$ cat config.mk
export PLATFORM = sky130hd
export DESIGN_NAME = spi_led_blinker
export DESIGN_NICKNAME = d
export VERILOG_FILES = /design/src/rtl/spi_led_blinker_pkg.sv /design/src/rtl/blink_channel.sv /design/src/rtl/spi_led_blinker.sv
export SDC_FILE = /design/constraint.sdc
export NUM_CORES = 1
export LEC_CHECK = 0
export BUFFER_PORTS_ARGS = -buffer_cell sky130_fd_sc_hd__buf_2
export CAP_MARGIN = 20
export CELL_PAD_IN_SITES_DETAIL_PLACEMENT = 2
export CELL_PAD_IN_SITES_GLOBAL_PLACEMENT = 2
export CORE_MARGIN = 2
export CORE_UTILIZATION = 44
export CTS_CLUSTER_SIZE = 40
export DETAILED_ROUTE_END_ITERATION = 12
export GPL_TIMING_DRIVEN = 0
export MAX_ROUTING_LAYER = met4
export PLACE_DENSITY_LB_ADDON = 0.25
export SETUP_SLACK_MARGIN = 0.3
export SLEW_MARGIN = 0
export SYNTH_ARGS = -nofsm -noshare
export SYNTH_HDL_FRONTEND = slang
export SYNTH_SLANG_ARGS = --single-unit
$ cat constraint.sdc
create_clock -name clk -period 8.3 [get_ports clk]
set_input_delay 1.245 -clock clk [delete_from_list [all_inputs] [get_ports clk]]
set_output_delay 1.245 -clock clk [all_outputs]
set_load 0.01 [all_outputs]
$ cat src/rtl/spi_led_blinker_pkg.sv
// Shared encodings for the SPI-programmed LED blinker: frame opcodes, channel modes
// and the frame-assembly FSM state type.
package spi_led_blinker_pkg;

  localparam logic [1:0] OP_SET_HALF = 2'b00;
  localparam logic [1:0] OP_SET_MODE = 2'b01;
  localparam logic [1:0] OP_RESTART  = 2'b10;
  localparam logic [1:0] OP_RSVD     = 2'b11;

  localparam logic [1:0] MODE_OFF   = 2'd0;
  localparam logic [1:0] MODE_ON    = 2'd1;
  localparam logic [1:0] MODE_BLINK = 2'd2;

  typedef enum logic [1:0] {
    ST_IDLE,
    ST_DATA,
    ST_COMMIT
  } state_e;

endpackage

$ cat src/rtl/blink_channel.sv
// One LED channel: half-period toggle counter with OFF/ON/BLINK output selection and a
// synchronous restart that returns the channel to counter 0, led 0.
module blink_channel
  import spi_led_blinker_pkg::*;
#(
  parameter int unsigned CNT_W = 32
) (
  input  logic             clk,
  input  logic             rst_n,
  input  logic [CNT_W-1:0] half,
  input  logic [1:0]       mode,
  input  logic             restart,
  output logic             led,
  output logic             led_en
);

  localparam logic [CNT_W-1:0] ONE = CNT_W'(1);

  logic [CNT_W-1:0] cnt_q, cnt_d;
  logic             led_q, led_d;

  always_comb begin
    cnt_d = '0;
    led_d = 1'b0;
    if (!restart && mode == MODE_BLINK) begin
      if (half == '0) begin
        led_d = led_q;  // zero half-period freezes the current level
      end else if (cnt_q == half - ONE) begin
        led_d = ~led_q;
      end else begin
        cnt_d = cnt_q + ONE;
        led_d = led_q;
      end
    end
  end

  always_ff @(posedge clk or negedge rst_n) begin
    if (!rst_n) begin
      cnt_q <= '0;
      led_q <= 1'b0;
    end else begin
      cnt_q <= cnt_d;
      led_q <= led_d;
    end
  end

  assign led    = (mode == MODE_ON) | ((mode == MODE_BLINK) & led_q);
  assign led_en = (mode != MODE_OFF);

endmodule

$ cat src/rtl/spi_led_blinker.sv
// Multi-channel LED blinker programmed by framed commands arriving as SPI-slave bytes:
// header [7:6] opcode / [5:0] channel, then CNT_W/8 data bytes MSB first.
module spi_led_blinker
  import spi_led_blinker_pkg::*;
#(
  parameter int unsigned CH_NUM   = 4,
  parameter int unsigned CNT_W    = 32,
  parameter int unsigned DEF_HALF = 25_000_000,
  parameter int unsigned TIMEOUT  = 1_000_000
) (
  input  logic              clk,
  input  logic              rst_n,
  input  logic              spi_rx_done,
  input  logic [7:0]        spi_rx_data,
  output logic [CH_NUM-1:0] led,
  output logic [CH_NUM-1:0] led_en,
  output logic              clk_en,
  output logic              cmd_err
);

  localparam int unsigned      NB        = CNT_W / 8;
  localparam int unsigned      BCW       = $clog2(NB + 1);
  localparam int unsigned      TOW       = $clog2(TIMEOUT + 1);
  localparam logic [BCW-1:0]   LAST_BYTE = BCW'(NB - 1);
  localparam logic [TOW-1:0]   TO_LIMIT  = TOW'(TIMEOUT);
  localparam logic [CNT_W-1:0] HALF_RST  = CNT_W'(DEF_HALF);

  state_e             state_q, state_d;
  logic [7:0]         hdr_q, hdr_d;
  logic [CNT_W-1:0]   data_q, data_d;
  logic [BCW-1:0]     bcnt_q, bcnt_d;
  logic [TOW-1:0]     idle_q, idle_d;
  logic [CNT_W-1:0]   half_q [CH_NUM];
  logic [CNT_W-1:0]   half_d [CH_NUM];
  logic [1:0]         mode_q [CH_NUM];
  logic [1:0]         mode_d [CH_NUM];
  logic [CH_NUM-1:0]  restart;

  logic [1:0] op;
  logic [5:0] ch;
  logic       ch_ok;
  logic       frame_err;

  assign op        = hdr_q[7:6];
  assign ch        = hdr_q[5:0];
  assign ch_ok     = 32'(ch) < CH_NUM;
  assign frame_err = (op == OP_RSVD) || (op != OP_RESTART && !ch_ok) ||
                     (op == OP_SET_MODE && data_q[1:0] == 2'b11);
  assign clk_en    = 1'b1;

  always_comb begin
    state_d = state_q;
    hdr_d   = hdr_q;
    data_d  = data_q;
    bcnt_d  = bcnt_q;
    idle_d  = idle_q;
    half_d  = half_q;
    mode_d  = mode_q;
    restart = '0;
    cmd_err = 1'b0;
    unique case (state_q)
      ST_IDLE: begin
        if (spi_rx_done) begin
          hdr_d   = spi_rx_data;
          bcnt_d  = '0;
          idle_d  = '0;
          state_d = ST_DATA;
        end
      end
      ST_DATA: begin
        if (spi_rx_done) begin
          data_d = (data_q << 8) | CNT_W'(spi_rx_data);
          bcnt_d = bcnt_q + BCW'(1);
          idle_d = '0;
          if (bcnt_q == LAST_BYTE) begin
            state_d = ST_COMMIT;
          end
        end else if (idle_q == TO_LIMIT) begin
          state_d = ST_IDLE;
        end else begin
          idle_d = idle_q + TOW'(1);
        end
      end
      ST_COMMIT: begin
        if (frame_err) begin
          cmd_err = 1'b1;
        end else begin
          for (int i = 0; i < CH_NUM; i++) begin
            if (op == OP_RESTART) begin
              restart[i] = 1'b1;
            end else if (ch == 6'(i)) begin
              restart[i] = 1'b1;
              if (op == OP_SET_HALF) begin
                half_d[i] = data_q;
              end else begin
                mode_d[i] = data_q[1:0];
              end
            end
          end
        end
        // A byte landing in the commit cycle is the next frame's header.
        if (spi_rx_done) begin
          hdr_d   = spi_rx_data;
          bcnt_d  = '0;
          idle_d  = '0;
          state_d = ST_DATA;
        end else begin
          state_d = ST_IDLE;
        end
      end
      default: state_d = ST_IDLE;
    endcase
  end

  always_ff @(posedge clk or negedge rst_n) begin
    if (!rst_n) begin
      state_q <= ST_IDLE;
      hdr_q   <= '0;
      data_q  <= '0;
      bcnt_q  <= '0;
      idle_q  <= '0;
      for (int i = 0; i < CH_NUM; i++) begin
        half_q[i] <= HALF_RST;
        mode_q[i] <= MODE_BLINK;
      end
    end else begin
      state_q <= state_d;
      hdr_q   <= hdr_d;
      data_q  <= data_d;
      bcnt_q  <= bcnt_d;
      idle_q  <= idle_d;
      half_q  <= half_d;
      mode_q  <= mode_d;
    end
  end

  for (genvar g = 0; g < CH_NUM; g++) begin : g_ch
    blink_channel #(
      .CNT_W(CNT_W)
    ) u_ch (
      .clk    (clk),
      .rst_n  (rst_n),
      .half   (half_q[g]),
      .mode   (mode_q[g]),
      .restart(restart[g]),
      .led    (led[g]),
      .led_en (led_en[g])
    );
  end

endmodule

==> results.md <==
* Async set-reset flop share out of synthesis at 100%
* Area Growth Syn to Fin at 11.7%
* Dpl cells at 2563
* Pre-antenna DRT Iters at 7
* Core ar. at 0.0434 mm^2
* Num CTS Buffers at 40
* Final nets at 2047
* Worst slew pin tran at 1.08 ns
* Critical path endpoint: g_ch[0].u_ch.cnt_q[7]$_DFF_PN0_
* First-pass GRT wire length at 112000 um
* Setup CP Type: register to register
* Initial core utilization at 44.8%
* Final Max Slew Viols at 0
* DR WL/cell at 26.8 um
* Worst hold path type: register to register
* Pleak at 0.00907 uW
* Setup slack, reg-to-reg at 3.91 ns
* Layout cells sized above 1 at 18.5%
* Number of global-route vias before repair at 18500
* Worst Setup Start Kind: register
* GPL Wtd Cong at 0.896
* ANT nets after route at 0
* Yosys reg bits at 333
* Syn avg cell area at 9.93 um^2
* Detailed Place HPWL at 46500 um
* Min-delay src: bcnt_q[0]$_DFFE_PN0P_
* Remaining global-route overflow at 0
* Worst vdd ir at 0.000165 V
* Netlist cell types at 84
* Setup_tns at 0 ns
* Routed vias at 16400
* Hold_buf cts at 0
* Rel. slew slack at 27.4%
* Seq/Total Area, Yosys at 43.2%
* Post-synth EDFFs at 0
* Number of cells produced by synthesis at 1957
* Clk_skew at 0.0350 ns
* Cts repair resizes at 0
* Floorplan row count at 76
* RR Startpoint: half_q[97]$_DFFE_PN0P_
* Largest net degree at the start of global routing at 129
* R2R cell count at 11
* CTS sink count at 333
* CTS tree: done
* Port Buffers at 19
* CTS max path bufs at 3
* WP data arrival at 4.85 ns
* Die ar. at 0.0458 mm^2
* Setup bufs post-CTS at 0
* Initial antenna violation count at 1
* Fmax at 228 MHz
* CTS clock-pin slew for the worst setup and hold paths at 0.06 ns
* Synthesized area at 0.0194 mm^2
* Final Instance Count excl. Fillers at 2643
* Final setup vio count at 0
* CTS Root Cell: clkbuf_16
* Final hold violation count at 0
* Die span in x at 214 um
* CP endpoint kind: register
* Maximum capacitance violations at 0
* DRT Wirelength at 70700 um
* CP max FO at 10
* H-tree Lvls at 2
* Iteration-0 DRC Markers at 1117
* Hold slack final at 0.512 ns
* R2R Path End: g_ch[0].u_ch.cnt_q[7]$_DFF_PN0_
* Final Power at 4530 uW
* Status: completed
* DR vias/cell at 6.21
* DRC Markers at 0
* Primary FF master, synth: dfrtp_1
* # IOs at 21
* RSZ-0062 raised after global routing: false
* PwrDens at 209 mW/mm^2
* Fin crit period at 4.39 ns
* Clock Latency Late Sink at 0.60 ns
* CP Launch Point: half_q[97]$_DFFE_PN0P_
* Die Ht at 214 um
* Warnings, synthesis at 0
* Syn_nets at 1980
* Fin crit share at 52.9%
* Tot GR Track Use at 31.8%
* CP required at 8.76 ns
* Hold depth at 1
-- critical path, cell delays in order (launching register included) --
cell,delay (ns)
dfrtp_1,0.41
inv_1,0.13
ha_1,0.25
nor3b_1,0.89
nand4_1,0.49
or2_0,0.34
o221ai_1,0.20
a22oi_1,0.13
or4_4,0.45
nor2_1,0.48
buf_2,0.36
nor4_1,0.11
-- per-layer routing --
layer  part of all wire [%]  global-route usage (%)
met3                    4.5                    5.09
met1                     40                    37.0
met5                      0                       -
met4                    3.8                    12.0
met2                     51                    55.4
-- per-stage QoR --
step / util, % / setup slack [ns] / area, um^2
4_1_cts: 50.0 / 3.95 / 21700
3_3_place_gp: 46.7 / -0.446 / 20300
2_1_floorplan: - / 5.19 / 19400
3_5_place_dp: 46.9 / 4.01 / 20300
6_report: 50.0 / 3.91 / 21700
5_1_grt: 50.0 / 3.69 / 21700
-- layout by cell type (no fill, tap or decap), types with 11 or more instances in the layout --
cell type  count
nand4_1       53
nand3_1       78
nand2b_1      21
o31ai_1       11
nor4b_1       11
dfstp_2       52
o21ai_0       35
or3_1         32
nand2_1       93
inv_1         44
dfrtp_1      281
nor3_1       100
and4_1        15
buf_1         11
nor3b_1       13
or4_1         20
xor2_1       111
nand3b_1      13
nor2b_1       11
and2_1        12
nor4_1        74
and3_1        27
clkbuf_16     41
nor2_1       188
xnor2_1      170
mux2_2       178
clkbuf_1      77
a21oi_1       30
buf_2         39
ha_1          12
-- flip-flops by register name (all words and copies together) (netlist names) --
register and count:
bcnt_q 3, data_q 32, g_ch.u_ch.cnt_q 128, g_ch.u_ch.led_q 4, half_q 128, hdr_q 8
idle_q 20, mode_q 8, state_q 2
-- how the worst min path moves through the flow --
| stage | end | slack, ns |
|---|---|---|
| CTS | bcnt_q[0]$_DFFE_PN0P_ | 0.51 |
| global route | bcnt_q[0]$_DFFE_PN0P_ | 0.56 |
| finish | bcnt_q[0]$_DFFE_PN0P_ | 0.51 |
| floorplan | bcnt_q[1]$_DFFE_PN0P_ | 0.45 |
| global placement | bcnt_q[1]$_DFFE_PN0P_ | 0.47 |
| detailed placement | bcnt_q[1]$_DFFE_PN0P_ | 0.48 |
-- cell usage after synthesis (13+ instances only) --
cell,count,share of area (%)
nor2_1,188,3.6
dfstp_2,52,7.0
nand2b_1,21,0.68
or3_1,32,1.0
clkbuf_1,69,1.3
xor2_1,111,5.0
nand2_1,93,1.8
inv_1,44,0.85
and4_1,15,0.68
xnor2_1,170,7.7
nand3b_1,13,0.50
dfrtp_1,281,36
or4_1,20,0.77
nand3_1,78,2.0
a21oi_1,30,0.77
buf_2,19,0.49
nor3_1,100,2.6
nor4_1,74,2.4
o21ai_0,35,0.90
mux2_2,178,10
nand4_1,53,1.7
and3_1,27,0.87
nor3b_1,13,0.50
-- logic make-up (layout without fill, tap and decap cells) --
| group | after synthesis | after routing | synth area share (%) |
|---|---|---|---|
| and+or+nand+nor | 805 | 805 | 22.6 |
| DFF | 333 | 333 | 43.2 |
| xor gates and xnor gates | 281 | 281 | 12.7 |
| muxes | 188 | 188 | 10.8 |
| AOI/OAI and AO/OA | 185 | 185 | 6.67 |
| buffers and inverters | 152 | 251 | 3.23 |
| adders and majority gates | 12 | 12 | 0.773 |
| other | 1 | 3 | 0.0193 |
-- cell type report --
| class | instances | area [um^2] |
|---|---|---|
| fillers | 4472 | 21700 |
| multi-input cells | 1472 | 10400 |
| flip-flops and latches | 333 | 8400 |
| clock buffers | 59 | 1190 |
| well taps | 585 | 732 |
| plain buffers | 108 | 463 |
| repair buffers | 25 | 180 |
| inverters | 44 | 165 |
| clock inverters | 15 | 158 |
| diodes | 2 | 5.00 |
-- where the power goes --
group	internal (uW)	switching [uW]	leakage, uW
combinational	249	364	0.00403
sequential	1750	328	0.00437
clock	1070	780	0.000674
total	3060	1470	0.00907
Note: power is estimated with default switching activity, not from simulation.
